File: config.mk
export PLATFORM = sky130hd
export DESIGN_NAME = quadrature_filter_flat
export DESIGN_NICKNAME = d
export VERILOG_FILES = /design/src/rtl/quadrature_filter_if.sv /design/src/rtl/quadrature_filter.sv /design/src/flat_wrapper.sv
export SDC_FILE = /design/constraint.sdc
export NUM_CORES = 1
export LEC_CHECK = 0
export CELL_PAD_IN_SITES_DETAIL_PLACEMENT = 0
export CELL_PAD_IN_SITES_GLOBAL_PLACEMENT = 2
export CORE_MARGIN = 2
export CORE_UTILIZATION = 30
export CTS_CLUSTER_DIAMETER = 60
export CTS_CLUSTER_SIZE = 10
export DETAILED_ROUTE_END_ITERATION = 6
export HOLD_SLACK_MARGIN = 0.02
export PLACE_DENSITY_LB_ADDON = 0.08
export SKIP_CTS_REPAIR_TIMING = 1
export SYNTH_ARGS = -nofsm -noshare
export SYNTH_HDL_FRONTEND = slang
export SYNTH_SLANG_ARGS = --single-unit
File: constraint.sdc
create_clock -name clk -period 3.13 [get_ports clk]
set_clock_uncertainty 0.1 [all_clocks]
set_input_delay 0.4695 -clock clk [delete_from_list [all_inputs] [get_ports clk]]
set_output_delay 0.4695 -clock clk [all_outputs]
set_load 0.02 [all_outputs]
File: src/rtl/quadrature_filter_if.sv
// Signal bundle between a quadrature glitch filter and its surroundings:
// raw encoder pins and configuration in, filtered levels and status out.
interface quadrature_filter_if #(
    parameter int unsigned COUNTER_WIDTH = 32,
    parameter int unsigned FILTER_WIDTH  = 8
);
    logic                     raw_a;
    logic                     raw_b;
    logic [FILTER_WIDTH-1:0]  filter_len;
    logic                     clear_glitch_count;
    logic                     out_a;
    logic                     out_b;
    logic                     out_valid;
    logic                     edge_a;
    logic                     edge_b;
    logic                     dual_edge_err;
    logic [COUNTER_WIDTH-1:0] glitch_count;

    modport master (
        output raw_a, raw_b, filter_len, clear_glitch_count,
        input  out_a, out_b, out_valid, edge_a, edge_b, dual_edge_err, glitch_count
    );

    modport slave (
        input  raw_a, raw_b, filter_len, clear_glitch_count,
        output out_a, out_b, out_valid, edge_a, edge_b, dual_edge_err, glitch_count
    );
endinterface

File: src/rtl/quadrature_filter.sv
// Quadrature input conditioner: synchronizes both encoder channels, accepts a
// level change only after filter_len stable cycles, and counts rejected pulses.
module quadrature_filter #(
    parameter int unsigned COUNTER_WIDTH = 32,
    parameter int unsigned FILTER_WIDTH  = 8
) (
    input  logic                 clk,
    input  logic                 rst,
    quadrature_filter_if.slave   bus
);

    typedef enum logic [1:0] {PRIME0, PRIME1, RUN} state_t;

    state_t                   state;
    logic                     sync1_a, sync2_a, sync1_b, sync2_b;
    logic [FILTER_WIDTH-1:0]  cnt_a, cnt_b;
    logic                     out_a_q, out_b_q, out_valid_q;
    logic                     edge_a_q, edge_b_q, dual_q;
    logic [COUNTER_WIDTH-1:0] glitch_q;

    logic [FILTER_WIDTH-1:0]  len_m1;
    logic                     qual_a, qual_b, glitch_a, glitch_b;
    logic [COUNTER_WIDTH-1:0] inc_w, glitch_nxt;

    always_comb begin
        len_m1     = (bus.filter_len == '0) ? '0 : bus.filter_len - FILTER_WIDTH'(1);
        qual_a     = (sync2_a != out_a_q) && (cnt_a >= len_m1);
        qual_b     = (sync2_b != out_b_q) && (cnt_b >= len_m1);
        glitch_a   = (state == RUN) && (sync2_a == out_a_q) && (cnt_a != '0);
        glitch_b   = (state == RUN) && (sync2_b == out_b_q) && (cnt_b != '0);
        inc_w      = COUNTER_WIDTH'({1'b0, glitch_a} + {1'b0, glitch_b});
        // ~glitch_q is the remaining headroom before all-ones
        glitch_nxt = (inc_w > ~glitch_q) ? '1 : glitch_q + inc_w;
    end

    always_ff @(posedge clk) begin
        if (rst) begin
            state       <= PRIME0;
            sync1_a     <= 1'b0;
            sync2_a     <= 1'b0;
            sync1_b     <= 1'b0;
            sync2_b     <= 1'b0;
            cnt_a       <= '0;
            cnt_b       <= '0;
            out_a_q     <= 1'b0;
            out_b_q     <= 1'b0;
            out_valid_q <= 1'b0;
            edge_a_q    <= 1'b0;
            edge_b_q    <= 1'b0;
            dual_q      <= 1'b0;
            glitch_q    <= '0;
        end else begin
            sync1_a  <= bus.raw_a;
            sync2_a  <= sync1_a;
            sync1_b  <= bus.raw_b;
            sync2_b  <= sync1_b;
            edge_a_q <= 1'b0;
            edge_b_q <= 1'b0;
            dual_q   <= 1'b0;

            if (bus.clear_glitch_count)
                glitch_q <= '0;
            else
                glitch_q <= glitch_nxt;

            unique case (state)
                PRIME0: state <= PRIME1;
                PRIME1: begin
                    // Load the value sync2 takes on this edge so out_x already
                    // equals s_x when RUN begins, avoiding a spurious edge.
                    state       <= RUN;
                    out_a_q     <= sync1_a;
                    out_b_q     <= sync1_b;
                    out_valid_q <= 1'b1;
                    cnt_a       <= '0;
                    cnt_b       <= '0;
                end
                RUN: begin
                    if (sync2_a == out_a_q) begin
                        cnt_a <= '0;
                    end else if (qual_a) begin
                        out_a_q  <= sync2_a;
                        cnt_a    <= '0;
                        edge_a_q <= 1'b1;
                    end else begin
                        cnt_a <= cnt_a + FILTER_WIDTH'(1);
                    end

                    if (sync2_b == out_b_q) begin
                        cnt_b <= '0;
                    end else if (qual_b) begin
                        out_b_q  <= sync2_b;
                        cnt_b    <= '0;
                        edge_b_q <= 1'b1;
                    end else begin
                        cnt_b <= cnt_b + FILTER_WIDTH'(1);
                    end

                    dual_q <= qual_a && qual_b;
                end
                default: state <= PRIME0;
            endcase
        end
    end

    assign bus.out_a         = out_a_q;
    assign bus.out_b         = out_b_q;
    assign bus.out_valid     = out_valid_q;
    assign bus.edge_a        = edge_a_q;
    assign bus.edge_b        = edge_b_q;
    assign bus.dual_edge_err = dual_q;
    assign bus.glitch_count  = glitch_q;

endmodule
File: src/flat_wrapper.sv
// flat-port wrapper written by rule: the top's interface ports become plain ports
module quadrature_filter_flat 
#(
    parameter int unsigned COUNTER_WIDTH = 32,
    parameter int unsigned FILTER_WIDTH  = 8
)
  (clk, rst, bus_raw_a, bus_raw_b, bus_filter_len, bus_clear_glitch_count, bus_out_a, bus_out_b, bus_out_valid, bus_edge_a, bus_edge_b, bus_dual_edge_err, bus_glitch_count);
  quadrature_filter_if #(.COUNTER_WIDTH(COUNTER_WIDTH), .FILTER_WIDTH(FILTER_WIDTH)) bus_i ();
  input  logic clk;
  input  logic rst;
  input wire logic [$bits(bus_i.raw_a)-1:0] bus_raw_a;
  input wire logic [$bits(bus_i.raw_b)-1:0] bus_raw_b;
  input wire logic [$bits(bus_i.filter_len)-1:0] bus_filter_len;
  input wire logic [$bits(bus_i.clear_glitch_count)-1:0] bus_clear_glitch_count;
  output wire logic [$bits(bus_i.out_a)-1:0] bus_out_a;
  output wire logic [$bits(bus_i.out_b)-1:0] bus_out_b;
  output wire logic [$bits(bus_i.out_valid)-1:0] bus_out_valid;
  output wire logic [$bits(bus_i.edge_a)-1:0] bus_edge_a;
  output wire logic [$bits(bus_i.edge_b)-1:0] bus_edge_b;
  output wire logic [$bits(bus_i.dual_edge_err)-1:0] bus_dual_edge_err;
  output wire logic [$bits(bus_i.glitch_count)-1:0] bus_glitch_count;
  assign bus_i.raw_a = bus_raw_a;
  assign bus_i.raw_b = bus_raw_b;
  assign bus_i.filter_len = bus_filter_len;
  assign bus_i.clear_glitch_count = bus_clear_glitch_count;
  assign bus_out_a = bus_i.out_a;
  assign bus_out_b = bus_i.out_b;
  assign bus_out_valid = bus_i.out_valid;
  assign bus_edge_a = bus_i.edge_a;
  assign bus_edge_b = bus_i.edge_b;
  assign bus_dual_edge_err = bus_i.dual_edge_err;
  assign bus_glitch_count = bus_i.glitch_count;
  quadrature_filter #(.COUNTER_WIDTH(COUNTER_WIDTH), .FILTER_WIDTH(FILTER_WIDTH)) u_core (.clk(clk), .rst(rst), .bus(bus_i));
endmodule
==> flow_summary.ini <==
[logic_synthesis]
avgSynthCellArea_um2 = 8.477
synth_seq_cells = 60
synth-edff-count = 0
synth_top_area_share_pct = 34.22
synth_fa_ha_area_share_pct = 10.91
yosysMostFrequentCell = dfxtp_1
synthesis.area_um2 = 3510
synth_xor_area_share_pct = 8.984
synthTopCellsByArea = dfxtp_1 34%, ha_1 10%, xnor2_1 4.7%
yosysWarnings = 0
ys_dominant_reg_cell = dfxtp_1
synth_top_family_by_area = simple AND/OR/NAND/NOR gates
synth-seq-area-share_pct = 34.22
synth_compound_area_share_pct = 14.40
muxShareOfSynthArea_pct = 1.426
synth_cells = 414
synth_cell_types = 49
ys_top_cells_by_count = 60 x dfxtp_1, 39 x nand2_1, 31 x a21oi_1, 31 x nor2_1, 29 x ha_1
synth_top_area_cell = dfxtp_1
syn_nets = 457
ys_async_sr_fraction_pct = 0
synthSimpleGateAreaFrac_pct = 26.06

[setup_path]
critPathRequiredTime_ns = 3.21
start_kind = flip-flop
critPathArrivalTime_ns = 3.18
r2r_slack_ns = 0.04
r2r-end = u_core.bus.glitch_count[18]
cp_max_fo = 4
reg2reg_from = u_core.cnt_a[0]
crit_path_end_kind = flip-flop
crit_type = reg -> reg
r2r_cells = 15

[timing]
maxSlewViolCount = 0
hold_viol_final = 0
tightest_slew_ns = 0.8191
min_period_over_period_pct = 98.77
fin_crit_ns = 3.092
max_clock_freq_ghz = 0.3235
finalSetupViolations = 0
worst_slack_ns = 0.03838
rsz0062_at_grt = yes
timing.slew.headroom_pct = 45.19

[routing]
drt-vias-per-instance = 4.876
firstDrtPassIters = 4
drtAntennaViolNets = 0
initialDrtViolationCount = 112
via_count = 3218
wire_per_inst_um = 14.25
post-route-drc-count = 0
wirelength_mm = 9.408

[final_layout]
syn_to_final_growth_pct = 41.60
utilization_pct = 43.52
diodes = 0
drive_gt1_share_pct = 21.28
fin_area_um2 = 4970
finalNetCount = 555

[pwr]
p_per_area_nw_per_um2 = 390.3
total_power_uw = 1940
max-vdd-ir-drop_uv = 359.4
p_leak_uw = 0.001899

[global_route]
grt_pass1_wl_mm = 15.75
antenna_found_initial = 0
overflow = 0
track_usage_pct = 15.69
grt_max_degree = 33
grt_pass1_vias = 3128

[placed_design]
place.gp.congestion = 0.7758
place_ws_ns = -0.3604
placed_area_um2 = 4507
numPortBuffers = 50
place_hpwl_mm = 6.917

[clock_network]
cts-htree-levels = 3
clk_pin_slew_ns = 0.05
cts_made_buffers = 9
cts_tree = done
clkLatencyLatePin_ns = 0.33
clk_path_buf_depth = 2
root_buffer = clkbuf_16
cts.sinks = 60

[floorplan]
fp.dieArea_um2 = 12580
die_h_um = 112.2
core_area_um2 = 11420
rows = 39
ioPinCount = 51
die_w_um = 112.2
start_util_pct = 30.74

[run]
maxCapViolCount = 0

[worst_hold_path]
hold_path_class = reg -> reg
holdCritStartpoint = u_core.sync1_b
min_to = u_core.sync2_b
holdPathStages = 1

[run_status]
status = finished, final reports clean
==> area by class of cell <==
type                    count  area [µm²]
repair buffers             99       908.4
fillers                  1154        6449
inverters                  19       71.32
clock buffers              12       256.5
well taps                 143       178.9
clock inverters             4       23.77
multi-input cells         323        2328
flip-flops and latches     60        1202
==> power by group <==
group          internal, µW  leakage (µW)  switching [µW]  total, µW
registers               779      0.000486            11.6        791
logic                  93.9       0.00127             120        214
clock network           576      0.000142             360        935
==> cells by family (layout without fill, tap and decap cells) <==
group                    count (synthesis)  after routing
flip-flops                              60             60
adder cells (fa/ha/maj)                 30             30
AO/OA/AOI/OAI                           79             79
multiplexers                             5              5
AND/OR/NAND/NOR                        173            173
buffers and inverters                   31            134
XOR/XNOR                                36             36
==> worst max-delay path by stage <==
| stage | startpoint | endpoint | cells after the start |
|---|---|---|---|
| after floorplan | u_core.state[0] | u_core.bus.glitch_count[24] | 14 |
| after global placement | bus_filter_len[1] | u_core.cnt_b[4] | 12 |
| after detailed placement | bus_filter_len[1] | u_core.cnt_b[4] | 12 |
| after CTS | u_core.cnt_b[0] | u_core.bus.glitch_count[24] | 15 |
| after global routing | u_core.cnt_a[1] | u_core.bus.glitch_count[16] | 15 |
| final | u_core.cnt_a[0] | u_core.bus.glitch_count[18] | 15 |
==> routing by layer <==
layer	vias to the layer above	global-route usage [%]	wire length (µm)
met1	1485	23.18	5140
met4	0	6.829	157
met5	-	0	0
li1	1673	-	-
met2	49	21.65	3765
met3	11	3.618	344
==> layout by cell type, fill, tap and decap left out, types with 3 or more instances in the layout <==
master           synthesis  final
dfxtp_1                 60     59
clkdlybuf4s50_1          0     47
buf_4                    2     45
nand2_1                 39     38
nor2_1                  31     30
a21oi_1                 31     28
ha_1                    29     25
nand3_1                 26     24
xnor2_1                 19     18
xor2_1                  17     17
nand4_1                 14     14
inv_1                   19     14
a21oi_2                 10     13
o21ai_0                 12     12
nor3_1                  13     12
clkbuf_16                0      9
and3_1                   8      8
nor2b_1                  8      8
nand2b_1                 5      5
a31oi_1                  5      5
inv_2                    0      5
mux2i_1                  5      5
a21o_1                   4      4
or2_2                    4      4
nor4b_4                  0      4
and4_1                   4      4
a211oi_1                 3      3
clkinv_2                 0      3
dlymetal6s2s_1           0      3
==> state kept, by name (all words and copies together) (netlist names), 2 cells and up <==
signal / flops
u_core.cnt_b: 8
u_core.bus.glitch_count: 32
u_core.cnt_a: 8
u_core.state: 2
==> per-stage QoR <==
stage | hold slack, ns | instances | setup TNS (ns)
after floorplan | 0.3388 | 414 | 0
after global placement | 0.3478 | 642 | -4.911
after detailed placement | 0.3514 | 642 | -5.480
after CTS | 0.3625 | 658 | -0.2602
after global routing | 0.3726 | 660 | -0.4625
final | 0.3618 | 660 | 0
==> worst max-delay path, cell delays in order, from the launching register on <==
cell      delay [ns]
dfxtp_1         0.31
inv_2           0.08
ha_4            0.14
nor4b_4         0.17
buf_4           0.16
a21oi_2         0.05
ha_1            0.31
ha_2            0.19
inv_2           0.04
fa_2            0.34
nand4b_1        0.23
nor4_2          0.31
buf_4           0.20
nand3_1         0.09
xor2_1          0.15
a21oi_1         0.08
No activity file was read; power rests on OpenSTA's default activity.
